## src/rtl/sound_gen_pkg.sv

```systemverilog
// Shared types and default tone periods for the multi-event sound generator.
package sound_gen_pkg;

   typedef enum logic [1:0] {
      SG_IDLE,
      SG_PLAY,
      SG_GAP
   } sg_state_t;

   typedef enum logic {
      WAVE_SQUARE,
      WAVE_SAW
   } wave_mode_t;

   localparam int unsigned SG_DEF_DIV_W = 16;

   localparam logic [15:0] SG_PER_GOOD_COLL = 16'd28409;
   localparam logic [15:0] SG_PER_BAD_COLL  = 16'd56818;
   localparam logic [15:0] SG_PER_BUTTON    = 16'd37936;

   localparam logic [3:0][15:0] SG_PER_DIR = {
      16'd47801,
      16'd42589,
      16'd37936,
      16'd31888
   };

endpackage

```

## src/rtl/sg_tone_osc.sv

```systemverilog
// Phase counter with square/saw generation; outputs are the values
// the oscillator will hold after the coming clock edge.
module sg_tone_osc #(
   parameter int N     = 8,
   parameter int DIV_W = 16
) (
   input  logic             clk,
   input  logic             rst,
   input  logic             i_load,
   input  logic             i_en,
   input  logic [DIV_W-1:0] i_period,
   output logic             o_sq,
   output logic [N-1:0]     o_saw
);

   logic [DIV_W-1:0] r_phase;
   logic             r_sq;
   logic [N-1:0]     r_saw;

   logic [DIV_W-1:0] w_last;
   logic [DIV_W-1:0] w_phase_nxt;
   logic             w_sq_nxt;
   logic [N-1:0]     w_saw_nxt;

   // A zero period behaves like a period of one.
   assign w_last = (i_period == '0) ? '0 : i_period - DIV_W'(1);

   always_comb begin
      w_phase_nxt = r_phase;
      w_sq_nxt    = r_sq;
      w_saw_nxt   = r_saw;
      if (i_load) begin
         w_phase_nxt = '0;
         w_sq_nxt    = 1'b1;
         w_saw_nxt   = '0;
      end else if (i_en) begin
         if (r_phase == w_last) begin
            w_phase_nxt = '0;
            w_sq_nxt    = ~r_sq;
            w_saw_nxt   = r_saw + N'(1);
         end else begin
            w_phase_nxt = r_phase + DIV_W'(1);
         end
      end
   end

   always_ff @(posedge clk) begin
      if (rst) begin
         r_phase <= '0;
         r_sq    <= 1'b0;
         r_saw   <= '0;
      end else begin
         r_phase <= w_phase_nxt;
         r_sq    <= w_sq_nxt;
         r_saw   <= w_saw_nxt;
      end
   end

   assign o_sq  = w_sq_nxt;
   assign o_saw = w_saw_nxt;

endmodule

```

## src/rtl/multi_event_sound_gen.sv

```systemverilog
// Multi-event tone generator: edge detect, fixed-priority arbitration,
// play/gap sequencing and attenuated square/saw DAC output.
module multi_event_sound_gen
   import sound_gen_pkg::*;
#(
   parameter int N         = 8,
   parameter int NUM_EVT   = 7,
   parameter int DIV_W     = 16,
   parameter int DUR_TICKS = 1200000,
   parameter int GAP_TICKS = 120000
) (
   input  logic                       clk,
   input  logic                       rst,
   input  logic [NUM_EVT-1:0]         evt_i,
   input  logic [NUM_EVT*DIV_W-1:0]   evt_period_i,
   input  logic                       wave_mode_i,
   input  logic [1:0]                 vol_i,
   output logic [N-1:0]               dacCount,
   output logic                       busy_o,
   output logic [((NUM_EVT > 1) ? $clog2(NUM_EVT) : 1)-1:0] active_evt_o
);

   localparam int AW  = (NUM_EVT > 1) ? $clog2(NUM_EVT) : 1;
   localparam int DCW = (DUR_TICKS > 1) ? $clog2(DUR_TICKS) : 1;
   localparam int GCW = (GAP_TICKS > 1) ? $clog2(GAP_TICKS) : 1;

   sg_state_t r_state;
   sg_state_t w_state_nxt;

   logic [NUM_EVT-1:0] r_evt_q;
   logic [NUM_EVT-1:0] r_evt_prev;
   logic [AW-1:0]      r_active;
   logic [DIV_W-1:0]   r_period;
   logic [DCW-1:0]     r_dur;
   logic [GCW-1:0]     r_gap;
   logic [N-1:0]       r_dac;
   logic               r_busy;

   logic [NUM_EVT-1:0] w_edge;
   logic               w_any;
   logic [AW-1:0]      w_win;
   logic [DIV_W-1:0]   w_win_per;
   logic               w_retrig;
   logic               w_dur_end;
   logic               w_gap_end;
   logic               w_load;
   logic               w_en;
   logic               w_osc_sq;
   logic [N-1:0]       w_osc_saw;
   logic [N-1:0]       w_full;
   logic [N-1:0]       w_dac_nxt;

   assign w_edge    = r_evt_q & ~r_evt_prev;
   assign w_any     = |w_edge;
   assign w_full    = '1;
   assign w_dur_end = (r_dur == DCW'(DUR_TICKS - 1));
   assign w_gap_end = (r_gap == GCW'(GAP_TICKS - 1));
   assign w_retrig  = w_any && (w_win <= r_active);

   always_comb begin
      w_win     = '0;
      w_win_per = '0;
      for (int i = NUM_EVT - 1; i >= 0; i--) begin
         if (w_edge[i]) begin
            w_win     = AW'(i);
            w_win_per = evt_period_i[i*DIV_W +: DIV_W];
         end
      end
   end

   always_ff @(posedge clk) begin
      if (rst) begin
         r_evt_q    <= '0;
         r_evt_prev <= '0;
      end else begin
         r_evt_q    <= evt_i;
         r_evt_prev <= r_evt_q;
      end
   end

   always_ff @(posedge clk) begin
      if (rst) begin
         r_state <= SG_IDLE;
      end else begin
         r_state <= w_state_nxt;
      end
   end

   // A qualifying retrigger beats tone expiry.
   always_comb begin
      w_state_nxt = r_state;
      unique case (r_state)
         SG_IDLE: if (w_any) w_state_nxt = SG_PLAY;
         SG_PLAY: if (!w_retrig && w_dur_end) w_state_nxt = SG_GAP;
         SG_GAP:  if (w_gap_end) w_state_nxt = SG_IDLE;
         default: w_state_nxt = SG_IDLE;
      endcase
   end

   always_comb begin
      w_load    = ((r_state == SG_IDLE) && w_any) ||
                  ((r_state == SG_PLAY) && w_retrig);
      w_en      = (r_state == SG_PLAY);
      w_dac_nxt = '0;
      if (w_state_nxt == SG_PLAY) begin
         if (wave_mode_t'(wave_mode_i) == WAVE_SAW) begin
            w_dac_nxt = w_osc_saw >> vol_i;
         end else if (w_osc_sq) begin
            w_dac_nxt = w_full >> vol_i;
         end
      end
   end

   always_ff @(posedge clk) begin
      if (rst) begin
         r_active <= '0;
         r_period <= '0;
         r_dur    <= '0;
         r_gap    <= '0;
      end else begin
         if (w_load) begin
            r_active <= w_win;
            r_period <= w_win_per;
            r_dur    <= '0;
         end else if ((r_state == SG_PLAY) && !w_dur_end) begin
            r_dur <= r_dur + DCW'(1);
         end
         if ((r_state == SG_PLAY) && (w_state_nxt == SG_GAP)) begin
            r_gap <= '0;
         end else if ((r_state == SG_GAP) && !w_gap_end) begin
            r_gap <= r_gap + GCW'(1);
         end
      end
   end

   always_ff @(posedge clk) begin
      if (rst) begin
         r_dac  <= '0;
         r_busy <= 1'b0;
      end else begin
         r_dac  <= w_dac_nxt;
         r_busy <= (w_state_nxt != SG_IDLE);
      end
   end

   sg_tone_osc #(
      .N     (N),
      .DIV_W (DIV_W)
   ) u_osc (
      .clk      (clk),
      .rst      (rst),
      .i_load   (w_load),
      .i_en     (w_en),
      .i_period (r_period),
      .o_sq     (w_osc_sq),
      .o_saw    (w_osc_saw)
   );

   assign dacCount     = r_dac;
   assign busy_o       = r_busy;
   assign active_evt_o = r_active;

endmodule

```

## config.mk

```make
export PLATFORM = sky130hd
export DESIGN_NAME = multi_event_sound_gen
export DESIGN_NICKNAME = d
export VERILOG_FILES = /design/src/rtl/sound_gen_pkg.sv /design/src/rtl/sg_tone_osc.sv /design/src/rtl/multi_event_sound_gen.sv
export SDC_FILE = /design/constraint.sdc
export NUM_CORES = 1
export LEC_CHECK = 0
export CAP_MARGIN = 10
export CORE_MARGIN = 2
export CORE_UTILIZATION = 31
export DETAILED_ROUTE_END_ITERATION = 7
export HOLD_SLACK_MARGIN = 0.12
export PLACE_DENSITY = 0.65
export SLEW_MARGIN = 40
export SYNTH_ARGS = -nofsm -noshare
export SYNTH_HDL_FRONTEND = slang
export SYNTH_HIERARCHICAL = 1
export SYNTH_SLANG_ARGS = --single-unit
```

## constraint.sdc

```tcl
create_clock -name clk -period 3.9 [get_ports clk]
set_input_delay 0.78 -clock clk [delete_from_list [all_inputs] [get_ports clk]]
set_output_delay 0.78 -clock clk [all_outputs]
set_load 0.005 [all_outputs]
```

=== Word-level counts from Yosys, hierarchy flattened ===
Cells that the tools add are included.

* Bits in registers: 107
* Bits of input ports: 124
* Logic and storage cells: 77

* $add $sub $neg: 5
* $lt $le $gt $ge: 1
* Eq/ne operators: 7
* Shift-type cells: 2
* Mux-type cells: 28
* Bitwise operators: 4
* Reduce and logical (&&, ||, !) cells: 18

{| class="wikitable"
|+ Operators with widths
! kind !! count
|-
| 16-bit two-way mux || 9
|-
| 8-bit two-way mux || 5
|-
| 21-bit by 1-bit adder with 21-bit output (second input constant) || 1
|-
| 21-bit == test (second input constant) || 1
|-
| 3-bit two-way mux || 7
|-
| 17-bit by 1-bit adder with 17-bit output (second input constant) || 1
|-
| 17-bit == test (second input constant) || 1
|-
| 16-bit by 1-bit adder with 16-bit output (second input constant) || 1
|-
| 16-bit == test || 1
|-
| 16-bit logical NOT || 1
|-
| 16-bit by 1-bit subtractor with 16-bit output (second input constant) || 1
|-
| 8-bit by 1-bit adder with 8-bit output (second input constant) || 1
|-
| 8-bit by 2-bit >> shifter with 8-bit output || 1
|-
| 8-bit by 2-bit >> shifter with 8-bit output (first input constant) || 1
|-
| 7-bit AND || 1
|-
| 1-bit logical AND || 7
|-
| 7-bit NOT || 1
|-
| 7-bit OR reduction || 1
|-
| 2-bit two-way mux || 3
|-
| 2-bit one-hot mux with 3 select lines || 1
|-
| 2-bit OR reduction || 3
|-
| 2-bit by 1-bit == test with 1-bit output (second input constant) || 2
|-
| 2-bit == test (second input constant) || 2
|-
| 3-bit less-or-equal comparator || 1
|-
| 6 further kinds || 11
|}

=== Depth between registers and ports, before layout ===
Gate-level depths: netlist of the first run.

* Depth in word-level cells: 18
* Gate-level depth with buffers: 19
* Depth with buffers taken out: 15

=== Hierarchy ===
Netlist of the first run, hierarchy kept.

{| class="wikitable"
|+ Modules (own cells, without submodules)
! module !! instances !! cells an instance !! area an instance (um^2) !! sequential area each (um^2)
|-
| multi_event_sound_gen || 1 || 516 || 4395.5 || 1641.6
|-
| sg_tone_osc || 1 || 261 || 2087.0 || 500.5
|}

=== Least setup slack after synthesis of the first run ===
No wires, ideal clock.

* Path kind: register to register
* Start point: reg r_evt_q[4]
* End point: reg r_dac[3] (netlist: dacCount[3])
* Setup time: 0.125 ns
* Arrival time: 3.820 ns
* Required time: 3.775 ns
* Slack: -0.045 ns
* Cell stages (with the launch flop): 18
* Buffers on the path: 5
* Cell sequence: dfxtp_1 -> nor2b_1 -> buf_2 -> and3b_1 -> clkbuf_1 -> o31a_1 -> ha_1 -> a211o_1 -> and3_1 -> clkbuf_1 -> clkbuf_1 -> nor2_1 -> clkbuf_1 -> nor2_1 -> mux2_1 -> mux4_2 -> nand2_1 -> a21oi_1

* Elaborated cells between the ends (all ways): 25
* Those cells by class: 1 x order compare; 1 x eq/ne; 1 x shift; 12 x mux; 2 x bitwise; 8 x reduce/logical

{| class="wikitable"
|+ RTL lines
! item !! line !! source
|-
| start, declared || multi_event_sound_gen.sv:30 || <nowiki>logic [NUM_EVT-1:0] r_evt_q;</nowiki>
|-
| start signal, assigned || multi_event_sound_gen.sv:76 || <nowiki>r_evt_q <= evt_i;</nowiki>
|-
| 7-bit AND || multi_event_sound_gen.sv:53 || <nowiki>assign w_edge = r_evt_q & ~r_evt_prev;</nowiki>
|-
| 3-bit two-way mux (5 in a row) || multi_event_sound_gen.sv:64 || <nowiki>if (w_edge[i]) begin</nowiki>
|-
| via w_win[1] || multi_event_sound_gen.sv:41 || <nowiki>logic [AW-1:0] w_win;</nowiki>
|-
| 3-bit less-or-equal comparator || multi_event_sound_gen.sv:58 || <nowiki>assign w_retrig = w_any && (w_win <= r_active);</nowiki>
|-
| 1-bit logical AND || multi_event_sound_gen.sv:58 ||
|-
| 1-bit logical AND || multi_event_sound_gen.sv:102 || <nowiki>((r_state == SG_PLAY) && w_retrig);</nowiki>
|-
| 1-bit logical OR || multi_event_sound_gen.sv:101 || <nowiki>w_load = ((r_state == SG_IDLE) && w_any) ||</nowiki>
|-
| via w_load || multi_event_sound_gen.sv:46 || <nowiki>logic w_load;</nowiki>
|-
| 8-bit two-way mux || sg_tone_osc.sv:32 || <nowiki>if (i_load) begin</nowiki>
|-
| via w_osc_saw[6] || multi_event_sound_gen.sv:49 || <nowiki>logic [N-1:0] w_osc_saw;</nowiki>
|-
| 8-bit by 2-bit >> shifter with 8-bit output || multi_event_sound_gen.sv:107 || <nowiki>w_dac_nxt = w_osc_saw >> vol_i;</nowiki>
|-
| 8-bit two-way mux || multi_event_sound_gen.sv:106 || <nowiki>if (wave_mode_t'(wave_mode_i) == WAVE_SAW) begin</nowiki>
|-
| end signal, assigned || multi_event_sound_gen.sv:141 || <nowiki>r_dac <= w_dac_nxt;</nowiki>
|-
| end, declared || multi_event_sound_gen.sv:36 || <nowiki>logic [N-1:0] r_dac;</nowiki>
|}

The timed path passes the listed nets, and every way through them passes these cells.
A chain may end at the register's enable or synchronous reset.

=== Worst setup path after layout of the first run ===
* Start point: reg r_period[3]
* End point: reg r_dac[3] (netlist: dacCount[3])

* Word-level cells in the longest chain between the ends: 8
* Elaborated cells between the ends (all ways): 13
* Those cells by class: 1 x add/sub; 1 x eq/ne; 1 x shift; 9 x mux; 1 x reduce/logical

{| class="wikitable"
|+ Ends and longest elaborated chain
! item !! line !! source
|-
| start, declared || multi_event_sound_gen.sv:33 || <nowiki>logic [DIV_W-1:0] r_period;</nowiki>
|-
| start signal, assigned || multi_event_sound_gen.sv:123 || <nowiki>r_period <= w_win_per;</nowiki>
|-
| 16-bit by 1-bit subtractor with 16-bit output or 16-bit logical NOT (tied branches) || sg_tone_osc.sv:26 || <nowiki>assign w_last = (i_period == '0) ? '0 : i_period - DIV_W'(1);</nowiki>
|-
| 16-bit two-way mux * || sg_tone_osc.sv:26 ||
|-
| 16-bit == test * || sg_tone_osc.sv:37 || <nowiki>if (r_phase == w_last) begin</nowiki>
|-
| 8-bit two-way mux * || sg_tone_osc.sv:37 ||
|-
| 8-bit two-way mux * || sg_tone_osc.sv:36 || <nowiki>end else if (i_en) begin</nowiki>
|-
| 8-bit two-way mux * || sg_tone_osc.sv:32 ||
|-
| via w_osc_saw[6] || multi_event_sound_gen.sv:49 ||
|-
| 8-bit by 2-bit >> shifter with 8-bit output * || multi_event_sound_gen.sv:107 ||
|-
| 8-bit two-way mux * || multi_event_sound_gen.sv:106 ||
|}

The timed path passes the listed nets; every way through them passes the cells marked *.

==> load_flow_metrics.sql, run 1 <==
INSERT INTO impl_metrics (metric_group, metric, value, unit) VALUES
('synthesis', 'post_synth_num_cell_types', '76', ''),
('critical_path', 'critPathLaunchType', 'flip-flop', ''),
('synthesis', 'dominant_cells_by_area_after_synthesis', 'sky130_fd_sc_hd__dfxtp_1 (33%), sky130_fd_sc_hd__nor2_1 (5.0%), sky130_fd_sc_hd__xor2_1 (4.5%)', ''),
('floorplan', 'floorplan.die.height', '148.6', 'um'),
('route', 'postRouteAntennaNets', '0', ''),
('synthesis', 'synth.cell_area', '6482', 'um^2'),
('timing', 'timing.setup.tns', '0', 'ns'),
('cells_and_area', 'nNetsFinal', '1046', ''),
('critical_path', 'worstSetupPathType', 'flip-flop to flip-flop', ''),
('timing', 'clock_skew', '0.008485', 'ns'),
('synthesis', 'count_of_synthesis_stage_warnings_from_yosys', '6', ''),
('clock_tree', 'cts_sinks', '107', ''),
('clock_tree', 'h-tree-depth', '3', ''),
('synthesis', 'dominantRegCellSynth', 'sky130_fd_sc_hd__dfxtp_1', ''),
('synthesis', 'synth_top_cell_by_area', 'sky130_fd_sc_hd__dfxtp_1', ''),
('placed_design', 'detailedPlacementHpwl', '13740', 'um'),
('grt', 'global_route_wire_length_before_repair', '30420', 'um'),
('grt', 'number_of_antenna_violations_at_the_first_check_in_global_routing', '0', ''),
('floorplan', 'die-width', '148.6', 'um'),
('critical_path', 'critPathCaptureType', 'flip-flop', ''),
('synthesis', 'async_reset_ff_share', '0', '%'),
('timing', 'setup_viol', '0', ''),
('route', 'drt_drc', '0', ''),
('floorplan', 'die_area', '22080', 'um^2'),
('clock_tree', 'ctsRootBufferMaster', 'sky130_fd_sc_hd__clkbuf_16', ''),
('cells_and_area', 'num-fill-cells', '2023', ''),
('cells_and_area', 'final_cell_area', '8657', 'um^2'),
('route', 'routed-via-count', '6370', ''),
('cells_and_area', 'antenna_cells', '0', ''),
('floorplan', 'io_pins', '136', ''),
('floorplan', 'floorplan.core_area', '20360', 'um^2'),
('synthesis', 'post_synth_inst_count', '777', ''),
('placed_design', 'port-buffer-count', '135', ''),
('timing', 'worst-slew-pin-transition', '0.7381', 'ns'),
('route', 'drt-total-wl', '18580', 'um'),
('worst_hold_path', 'timing.hold.worst.class', 'flip-flop to flip-flop', ''),
('clock_tree', 'clock_latency', '0.36', 'ns'),
('clock_tree', 'tritoncts_buffers', '9', ''),
('timing', 'min_period', '3.804', 'ns'),
('floorplan', 'initial_utilization', '31.83', '%'),
('clock_tree', 'holdBufCountCts', '0', ''),
('placed_design', 'gp_congestion', '0.9201', ''),
('power', 'power.density', '367.5', 'nW/um^2'),
('floorplan', 'floorplan.rows', '52', ''),
('clock_tree', 'clockBufferDepth', '2', ''),
('synthesis', 'synth_edf_count', '0', ''),
('timing', 'maxSlewViolCount', '0', ''),
('status', 'outcome', 'finished, final reports clean', ''),
('synthesis', 'synth.yosys.seq_area_share', '33.04', '%'),
('critical_path', 'timing.critical_path.required', '4.12', 'ns'),
('critical_path', 'critical_path_arrival', '4.03', 'ns'),
('synthesis', 'ys_ff_latch', '107', ''),
('cells_and_area', 'layout-drive-gt1-share', '11.21', '%'),
('route', 'post_drt_wl_per_cell', '15.63', 'um'),
('grt', 'vias_in_the_first_global_route', '6338', ''),
('power', 'power.static_leakage', '3.020', 'nW'),
('clock_tree', 'cts.clk_slew.worst_paths', '0.08', 'ns'),
('clock_tree', 'cts_tree', 'done', ''),
('synthesis', 'avgSynthCellArea', '8.343', 'um^2'),
('placed_design', 'dpl_cell_area', '8215', 'um^2'),
('grt', 'global_router_s_overall_resource_usage', '16.70', '%'),
('synthesis', 'synth_fp_nets', '909', ''),
('flow_run', 'drv_cap', '0', ''),
('worst_hold_path', 'min_delay_path_depth', '1', ''),
('timing', 'grt_setup_unrepaired', 'yes', ''),
('critical_path', 'critical_path_peak_fanout', '8', ''),
('timing', 'max_clock_freq', '0.2628', 'GHz'),
('route', 'drt_first_iter_violations', '334', ''),
('cells_and_area', 'area_growth', '33.55', '%'),
('timing', 'timing.slew.headroom', '50.34', '%'),
('route', 'drtPass1Iterations', '7', ''),
('timing', 'min_period_over_period', '97.55', '%'),
('timing', 'hold_viol', '0', ''),
('grt', 'pin_count_of_the_biggest_net_entering_global_routing', '27', ''),
('critical_path', 'worstRegToRegCells', '13', ''),
('grt', 'grt_overflow', '0', ''),
('power', 'irDropWorstVdd', '0.0002391', 'V'),
('synthesis', 'post-synth-top-area-fraction', '33.04', '%'),
('route', 'detail_route.vias_per_cell', '5.357', '');
## critical path, stage by stage (launching register included)
cell and delay (ns):
sky130_fd_sc_hd__dfxtp_2 0.33, sky130_fd_sc_hd__buf_6 0.12, sky130_fd_sc_hd__or4_4 0.62, sky130_fd_sc_hd__nor4_4 0.25, sky130_fd_sc_hd__xnor2_2 0.15, sky130_fd_sc_hd__a221oi_2 0.34, sky130_fd_sc_hd__o2111ai_2 0.20, sky130_fd_sc_hd__nor4_4 0.32
sky130_fd_sc_hd__buf_4 0.18, sky130_fd_sc_hd__and3_1 0.22, sky130_fd_sc_hd__mux2_4 0.33, sky130_fd_sc_hd__mux4_2 0.46, sky130_fd_sc_hd__nand2_1 0.08, sky130_fd_sc_hd__a21oi_1 0.07
## cells in the final DEF (no fill, tap or decap), types with 23 or more instances in the layout
cell type and instances:
sky130_fd_sc_hd__dfxtp_1 105, sky130_fd_sc_hd__xnor2_1 27, sky130_fd_sc_hd__nand2_1 59, sky130_fd_sc_hd__buf_4 36
sky130_fd_sc_hd__nor2b_1 31, sky130_fd_sc_hd__nor2_1 85, sky130_fd_sc_hd__o21ai_0 24, sky130_fd_sc_hd__clkdlybuf4s50_1 135
sky130_fd_sc_hd__a21oi_1 35, sky130_fd_sc_hd__and3_1 23, sky130_fd_sc_hd__xor2_1 33
## area by class of cell
class	instances	area, um^2	area share [%]
Clock buffer	10	229.0	2.645
Clock inverter	6	55.05	0.6359
Inverter	19	71.32	0.8238
Multi-Input combinational cell	604	4175	48.23
Sequential cell	107	2145	24.77
Tap cell	270	337.8	3.902
Timing Repair Buffer	173	1644	18.99
## stage by stage
| step | util [%] | instances | total power, W | worst slack, ns | hold slack, ns |
|---|---|---|---|---|---|
| floorplan | - | 777 | 0.001847 | 0.05443 | 0.4297 |
| global placement | 40.31 | 1166 | 0.002220 | -0.01738 | 0.4413 |
| detailed placement | 40.34 | 1166 | 0.002230 | -0.07600 | 0.4464 |
| CTS | 41.85 | 1184 | 0.003127 | 0.06941 | 0.4655 |
| global route | 42.51 | 1189 | 0.003343 | -0.1007 | 0.4739 |
| finish | 42.51 | 1189 | 0.003181 | 0.09552 | 0.4615 |
## logic make-up after synthesis
group	Yosys count	synth area share (%)
adders and majority gates	8	1.544
AOI/OAI and AO/OA	176	20.23
muxes	21	3.899
buffers and inverters	66	4.265
and+or+nand+nor	338	28.78
DFF	107	33.04
xor gates and xnor gates	61	8.242
## synthesized netlist by cell type (4+ instances only)
cell type / instances
sky130_fd_sc_hd__a21oi_1: 35
sky130_fd_sc_hd__a211oi_1: 4
sky130_fd_sc_hd__nor3_1: 20
sky130_fd_sc_hd__nand3_1: 12
sky130_fd_sc_hd__nand2b_1: 12
sky130_fd_sc_hd__o221ai_1: 17
sky130_fd_sc_hd__or4_1: 5
sky130_fd_sc_hd__ha_1: 8
sky130_fd_sc_hd__nor4_1: 11
sky130_fd_sc_hd__mux2i_1: 11
sky130_fd_sc_hd__dfxtp_1: 107
sky130_fd_sc_hd__nand2_1: 59
sky130_fd_sc_hd__clkbuf_1: 33
sky130_fd_sc_hd__nor2b_1: 32
sky130_fd_sc_hd__o2111ai_1: 4
sky130_fd_sc_hd__a32o_1: 17
sky130_fd_sc_hd__a31oi_1: 4
sky130_fd_sc_hd__o211ai_1: 19
sky130_fd_sc_hd__nand4_1: 18
sky130_fd_sc_hd__a222oi_1: 16
sky130_fd_sc_hd__xnor2_1: 28
sky130_fd_sc_hd__o31ai_1: 7
sky130_fd_sc_hd__and3_1: 23
sky130_fd_sc_hd__buf_2: 9
sky130_fd_sc_hd__and2_1: 4
sky130_fd_sc_hd__xor2_1: 33
sky130_fd_sc_hd__nor2_1: 86
sky130_fd_sc_hd__inv_1: 18
sky130_fd_sc_hd__and4_1: 8
sky130_fd_sc_hd__o21ai_0: 27
sky130_fd_sc_hd__or3_1: 13
## final timing paths
check	startpoint	to	slack (ns)
worst min-delay path	r_evt_q[3]	r_evt_prev[3]	0.46
worst max-delay path	r_period[3]	dacCount[3]	0.1
worst max register to register	r_period[3]	dacCount[3]	0.1
worst min register to register	r_evt_q[3]	r_evt_prev[3]	0.46
## what timing repair did
action	CTS	global route
buffers inserted	2	5
gates resized for setup	2	24
pin swaps	0	8
endpoints found under the hold margin	0	0
endpoints found under the setup margin	4	8
## state kept, by name (all words and copies together), names as in the netlist
register / flops
r_dur: 21
r_gap: 17
r_period: 16
u_osc/r_phase: 16
dacCount: 8
u_osc/r_saw: 8
r_evt_prev: 7
r_evt_q: 7
active_evt_o: 3
r_state: 2
busy_o: 1
u_osc/r_sq: 1
## metal layers
metal | routed length, um | global-route usage (%) | part of all wire (%) | vias up
met2 | 9011 | 29.44 | 49 | 158
met4 | 463 | 5.857 | 2.5 | 0
met3 | 918 | 3.589 | 4.9 | 35
li1 | - | - | - | 3158
met1 | 8186 | 20.08 | 44 | 3019
met5 | 0 | 0 | 0 | -
## power by group
group / leakage [nW] / total, W / switching, W / internal [W]
Sequential: 0.872 / 0.00121 / 0.0000591 / 0.00116
Clock: 0.140 / 0.000892 / 0.000444 / 0.000448
Combinational: 2.01 / 0.00107 / 0.000557 / 0.000518
(Power assumes the default switching activity.)
==> run 2: changes to the inputs <==
- CORE_UTILIZATION: 31 -> 47
- PLACE_DENSITY: 0.65 -> 0.88
- SYNTH_HIERARCHICAL: 1 -> not set
==> run 2 against run 1 <==
  * Synthesized cell count up 2.6%
  * Clock power up 2.6%
  * Utilization up 20 points
  * Largest power group unchanged
  * First-iteration DRC count up 22%
  * Final cell count down 7.2%
  * Via count down 2.6%
  * Sequential share of layout area up 1.3 points
  * Combinational power down 14%
  * Critical path type unchanged
  * Worst hold slack better by 0.0015 ns
==> load_flow_metrics.sql, run 2 <==
INSERT INTO impl_metrics (metric_group, metric, value, unit) VALUES
('status', 'outcome', 'finished, final reports clean', ''),
('synthesis', 'ys_ff_latch', '107', ''),
('timing', 'timing.setup.tns', '0', 'ns'),
('grt', 'pin_count_of_the_biggest_net_entering_global_routing', '36', ''),
('cells_and_area', 'final_cell_area', '8230', 'um^2'),
('timing', 'max_clock_freq', '0.2644', 'GHz'),
('route', 'detail_route.vias_per_cell', '5.625', ''),
('timing', 'timing.slew.headroom', '46.67', '%'),
('critical_path', 'critical_path_arrival', '4.02', 'ns'),
('floorplan', 'die_area', '14180', 'um^2'),
('synthesis', 'post_synth_xor_area_fraction', '9.285', '%'),
('clock_tree', 'clockBufferDepth', '2', ''),
('route', 'met2_length', '7992', 'um'),
('synthesis', 'synth_top_cell_by_area', 'sky130_fd_sc_hd__dfxtp_1', ''),
('power', 'pwr-share-comb', '30.0', '%'),
('cells_and_area', 'largestRegisters', 'r_dur x21, r_gap x17', ''),
('route', 'drt-total-wl', '16830', 'um'),
('floorplan', 'floorplan.die.height', '119.1', 'um'),
('power', 'power.density', '371.3', 'nW/um^2'),
('floorplan', 'floorplan.core_area', '13090', 'um^2'),
('clock_tree', 'cts.clk_slew.worst_paths', '0.07', 'ns'),
('cells_and_area', 'area_growth', '32.19', '%'),
('floorplan', 'die-width', '119.1', 'um'),
('synthesis', 'post_synth_most_frequent_cells', 'sky130_fd_sc_hd__nor2_1 (126), sky130_fd_sc_hd__dfxtp_1 (107), sky130_fd_sc_hd__nand2_1 (70), sky130_fd_sc_hd__o21ai_0 (44), sky130_fd_sc_hd__clkbuf_1 (42)', ''),
('grt', 'grt_overflow', '0', ''),
('synthesis', 'synth_edf_count', '0', ''),
('synthesis', 'dominant_cells_by_area_after_synthesis', 'sky130_fd_sc_hd__dfxtp_1 (34%), sky130_fd_sc_hd__nor2_1 (7.6%), sky130_fd_sc_hd__xor2_1 (5.6%)', ''),
('floorplan', 'floorplan.rows', '42', ''),
('clock_tree', 'cts_tree', 'done', ''),
('synthesis', 'post_synth_num_cell_types', '61', ''),
('power', 'power.share.sequential', '40.0', '%'),
('critical_path', 'critical_path_peak_fanout', '6', ''),
('clock_tree', 'tritoncts_buffers', '9', ''),
('power', 'internal-power', '0.002093', 'W'),
('flow_run', 'drv_cap', '0', ''),
('floorplan', 'io_pins', '136', ''),
('synthesis', 'post-synth-top-area-fraction', '34.41', '%'),
('route', 'drt_drc', '0', ''),
('critical_path', 'critPathLaunchType', 'flip-flop', ''),
('grt', 'global_router_s_overall_resource_usage', '24.27', '%'),
('timing', 'maxSlewViolCount', '0', ''),
('synthesis', 'synth_compound_gate_area_share', '19.84', '%'),
('route', 'drtPass1Iterations', '5', ''),
('route', 'drt_first_iter_violations', '408', ''),
('cells_and_area', 'largest-register', 'r_dur', ''),
('timing', 'min_period', '3.783', 'ns'),
('synthesis', 'async_reset_ff_share', '0', '%'),
('critical_path', 'critPathCaptureType', 'flip-flop', ''),
('clock_tree', 'cts_sinks', '107', ''),
('placed_design', 'detailedPlacementHpwl', '12530', 'um'),
('grt', 'vias_in_the_first_global_route', '5949', ''),
('cells_and_area', 'most-common-layout-cells', 'sky130_fd_sc_hd__clkdlybuf4s50_1 (135), sky130_fd_sc_hd__nor2_1 (126), sky130_fd_sc_hd__dfxtp_1 (107), sky130_fd_sc_hd__nand2_1 (70), sky130_fd_sc_hd__o21ai_0 (44)', ''),
('synthesis', 'synth.cell_area', '6226', 'um^2'),
('power', 'sw_frac_of_total', '31.50', '%'),
('timing', 'setup_viol', '0', ''),
('power', 'switchingPower', '0.0009626', 'W'),
('power', 'p_clk_share', '29.9', '%'),
('placed_design', 'gp_congestion', '0.9678', ''),
('timing', 'min_period_over_period', '96.99', '%'),
('cells_and_area', 'num-fill-cells', '1106', ''),
('route', 'detailroute.wirelength.met3', '1051', 'um'),
('placed_design', 'placed_cells', '1087', ''),
('route', 'post_drt_wl_per_cell', '15.26', 'um'),
('clock_tree', 'clock_latency', '0.36', 'ns'),
('power', 'power.static_leakage', '2.906', 'nW'),
('synthesis', 'fraction_of_the_mapped_netlist_area_in_simple_logic_gates', '29.34', '%'),
('synthesis', 'count_of_synthesis_stage_warnings_from_yosys', '0', ''),
('power', 'irDropWorstVdd', '0.0002536', 'V'),
('worst_hold_path', 'timing.hold.worst.class', 'flip-flop to flip-flop', ''),
('timing', 'grt_setup_unrepaired', 'yes', ''),
('clock_tree', 'h-tree-depth', '3', ''),
('cells_and_area', 'largest_register_ffs', '21', ''),
('cells_and_area', 'nNetsFinal', '1055', ''),
('synthesis', 'synth.yosys.seq_area_share', '34.41', '%'),
('cells_and_area', 'antenna_cells', '0', ''),
('critical_path', 'worstSetupPathType', 'flip-flop to flip-flop', ''),
('synthesis', 'synth_fp_nets', '929', ''),
('grt', 'number_of_antenna_violations_at_the_first_check_in_global_routing', '0', ''),
('synthesis', 'synth_most_common_cell', 'sky130_fd_sc_hd__nor2_1', ''),
('synthesis', 'avgSynthCellArea', '7.812', 'um^2'),
('placed_design', 'port-buffer-count', '135', ''),
('synthesis', 'synth_top_family_by_area', 'simple AND/OR/NAND/NOR gates', ''),
('synthesis', 'post_synth_inst_count', '797', ''),
('synthesis', 'synth-adder-area-share', '1.608', '%'),
('timing', 'clock_skew', '0.008042', 'ns'),
('clock_tree', 'ctsRootBufferMaster', 'sky130_fd_sc_hd__clkbuf_16', ''),
('timing', 'worst-slew-pin-transition', '0.7983', 'ns'),
('placed_design', 'dpl_cell_area', '7814', 'um^2'),
('timing', 'hold_viol', '0', ''),
('critical_path', 'timing.critical_path.required', '4.14', 'ns'),
('timing', 'fin_hold_ws', '0.4629', 'ns'),
('cells_and_area', 'layout.cells.most_common', 'sky130_fd_sc_hd__clkdlybuf4s50_1', ''),
('route', 'postRouteAntennaNets', '0', ''),
('route', 'highest-signal-layer', 'met4', ''),
('route', 'met1Wirelength', '7544', 'um'),
('route', 'routed-via-count', '6204', ''),
('grt', 'global_route_wire_length_before_repair', '28240', 'um'),
('cells_and_area', 'instances_no_fill', '1103', ''),
('cells_and_area', 'layout-drive-gt1-share', '7.983', '%'),
('synthesis', 'dominantRegCellSynth', 'sky130_fd_sc_hd__dfxtp_1', ''),
('synthesis', 'synth.mux.area_fraction', '1.688', '%'),
('floorplan', 'initial_utilization', '47.58', '%');
run 2: cell types whose count changed after synthesis, moves of 8 or more:
| cell | change |
|---|---|
| sky130_fd_sc_hd__nand2_1 | +11 |
| sky130_fd_sc_hd__o311ai_0 | +15 |
| sky130_fd_sc_hd__o221ai_1 | -17 |
| sky130_fd_sc_hd__nand3_1 | +16 |
| sky130_fd_sc_hd__a32o_1 | -16 |
| sky130_fd_sc_hd__nor2_1 | +40 |
| sky130_fd_sc_hd__a221o_1 | +16 |
| sky130_fd_sc_hd__a222oi_1 | -16 |
| sky130_fd_sc_hd__o21ai_0 | +17 |
| sky130_fd_sc_hd__nor3_1 | -8 |
| sky130_fd_sc_hd__clkbuf_1 | +9 |
run 2: final timing paths:
kind	start	end	slack, ns	cells after the start
worst min register to register	r_evt_q[4]	r_evt_prev[4]	0.46	1
worst max-delay path	r_period[0]	dacCount[4]	0.12	12
worst min-delay path	r_evt_q[4]	r_evt_prev[4]	0.46	1
worst max register to register	r_period[0]	dacCount[4]	0.12	12
run 2: stage by stage:
step | util [%] | power [W] | setup WS (ns)
after floorplan | - | 0.001760 | 0.07621
after global placement | 59.72 | 0.002079 | 0.08234
after detailed placement | 59.72 | 0.002091 | 0.01518
after CTS | 62.05 | 0.003004 | 0.04300
after global routing | 62.90 | 0.003215 | -0.02208
final | 62.90 | 0.003056 | 0.1174
run 2: logic make-up after synthesis:
kind of cell	count (synthesis)
fa+ha+maj	8
mux	10
simple gates	365
buf+inv	63
compound gates	178
flops	107
xor+xnor	66
run 2: power by group through the flow:
stage / clock (W) / combinational [W] / sequential (W)
3_3_place_gp: 0 / 0.000841 / 0.00124
4_1_cts: 0.000929 / 0.000859 / 0.00122
2_1_floorplan: 0 / 0.000538 / 0.00122
5_1_grt: 0.000971 / 0.00101 / 0.00123
6_report: 0.000915 / 0.000917 / 0.00122
3_5_place_dp: 0 / 0.000851 / 0.00124
run 2: repair_timing:
item / CTS / global route
buffers inserted: 0 / 1
hold buffers: 0 / 0
resized for setup: 1 / 17
setup endpoints to repair: 1 / 8
pin swaps: 0 / 6
run 2: worst max-delay path, cell delays in order, from the launching register on:
cell and delay, ns:
sky130_fd_sc_hd__dfxtp_1 0.31, sky130_fd_sc_hd__inv_1 0.07, sky130_fd_sc_hd__ha_2 0.19, sky130_fd_sc_hd__or3b_4 0.38, sky130_fd_sc_hd__or4_4 0.49, sky130_fd_sc_hd__a211o_1 0.35
sky130_fd_sc_hd__a2111oi_4 0.38, sky130_fd_sc_hd__a21oi_2 0.10, sky130_fd_sc_hd__or3_4 0.49, sky130_fd_sc_hd__nor4_4 0.27, sky130_fd_sc_hd__mux2_2 0.37, sky130_fd_sc_hd__nor3b_1 0.19
sky130_fd_sc_hd__a211oi_1 0.07
run 2: area by class of cell:
class | instances | area, um^2 | area share, %
multi-input cells | 627 | 3958 | 48.08
flip-flops and latches | 107 | 2142 | 26.03
repair buffers | 160 | 1543 | 18.74
clock buffers | 9 | 225.2 | 2.736
well taps | 176 | 220.2 | 2.676
clock inverters | 6 | 75.07 | 0.9121
inverters | 18 | 67.56 | 0.8209
run 2: routing by layer:
| metal | vias up | global-route usage, % |
|---|---|---|
| met2 | 191 | 40.12 |
| met5 | - | 0 |
| met1 | 2878 | 31.86 |
| met3 | 22 | 4.885 |
| met4 | 0 | 7.589 |
| li1 | 3113 | - |
==> run 3: changes to the inputs <==
- CTS_CLUSTER_SIZE: not set -> 8
==> results of run 3 <==
No change in the layout: final DEF, timing and power equal those of run 2.
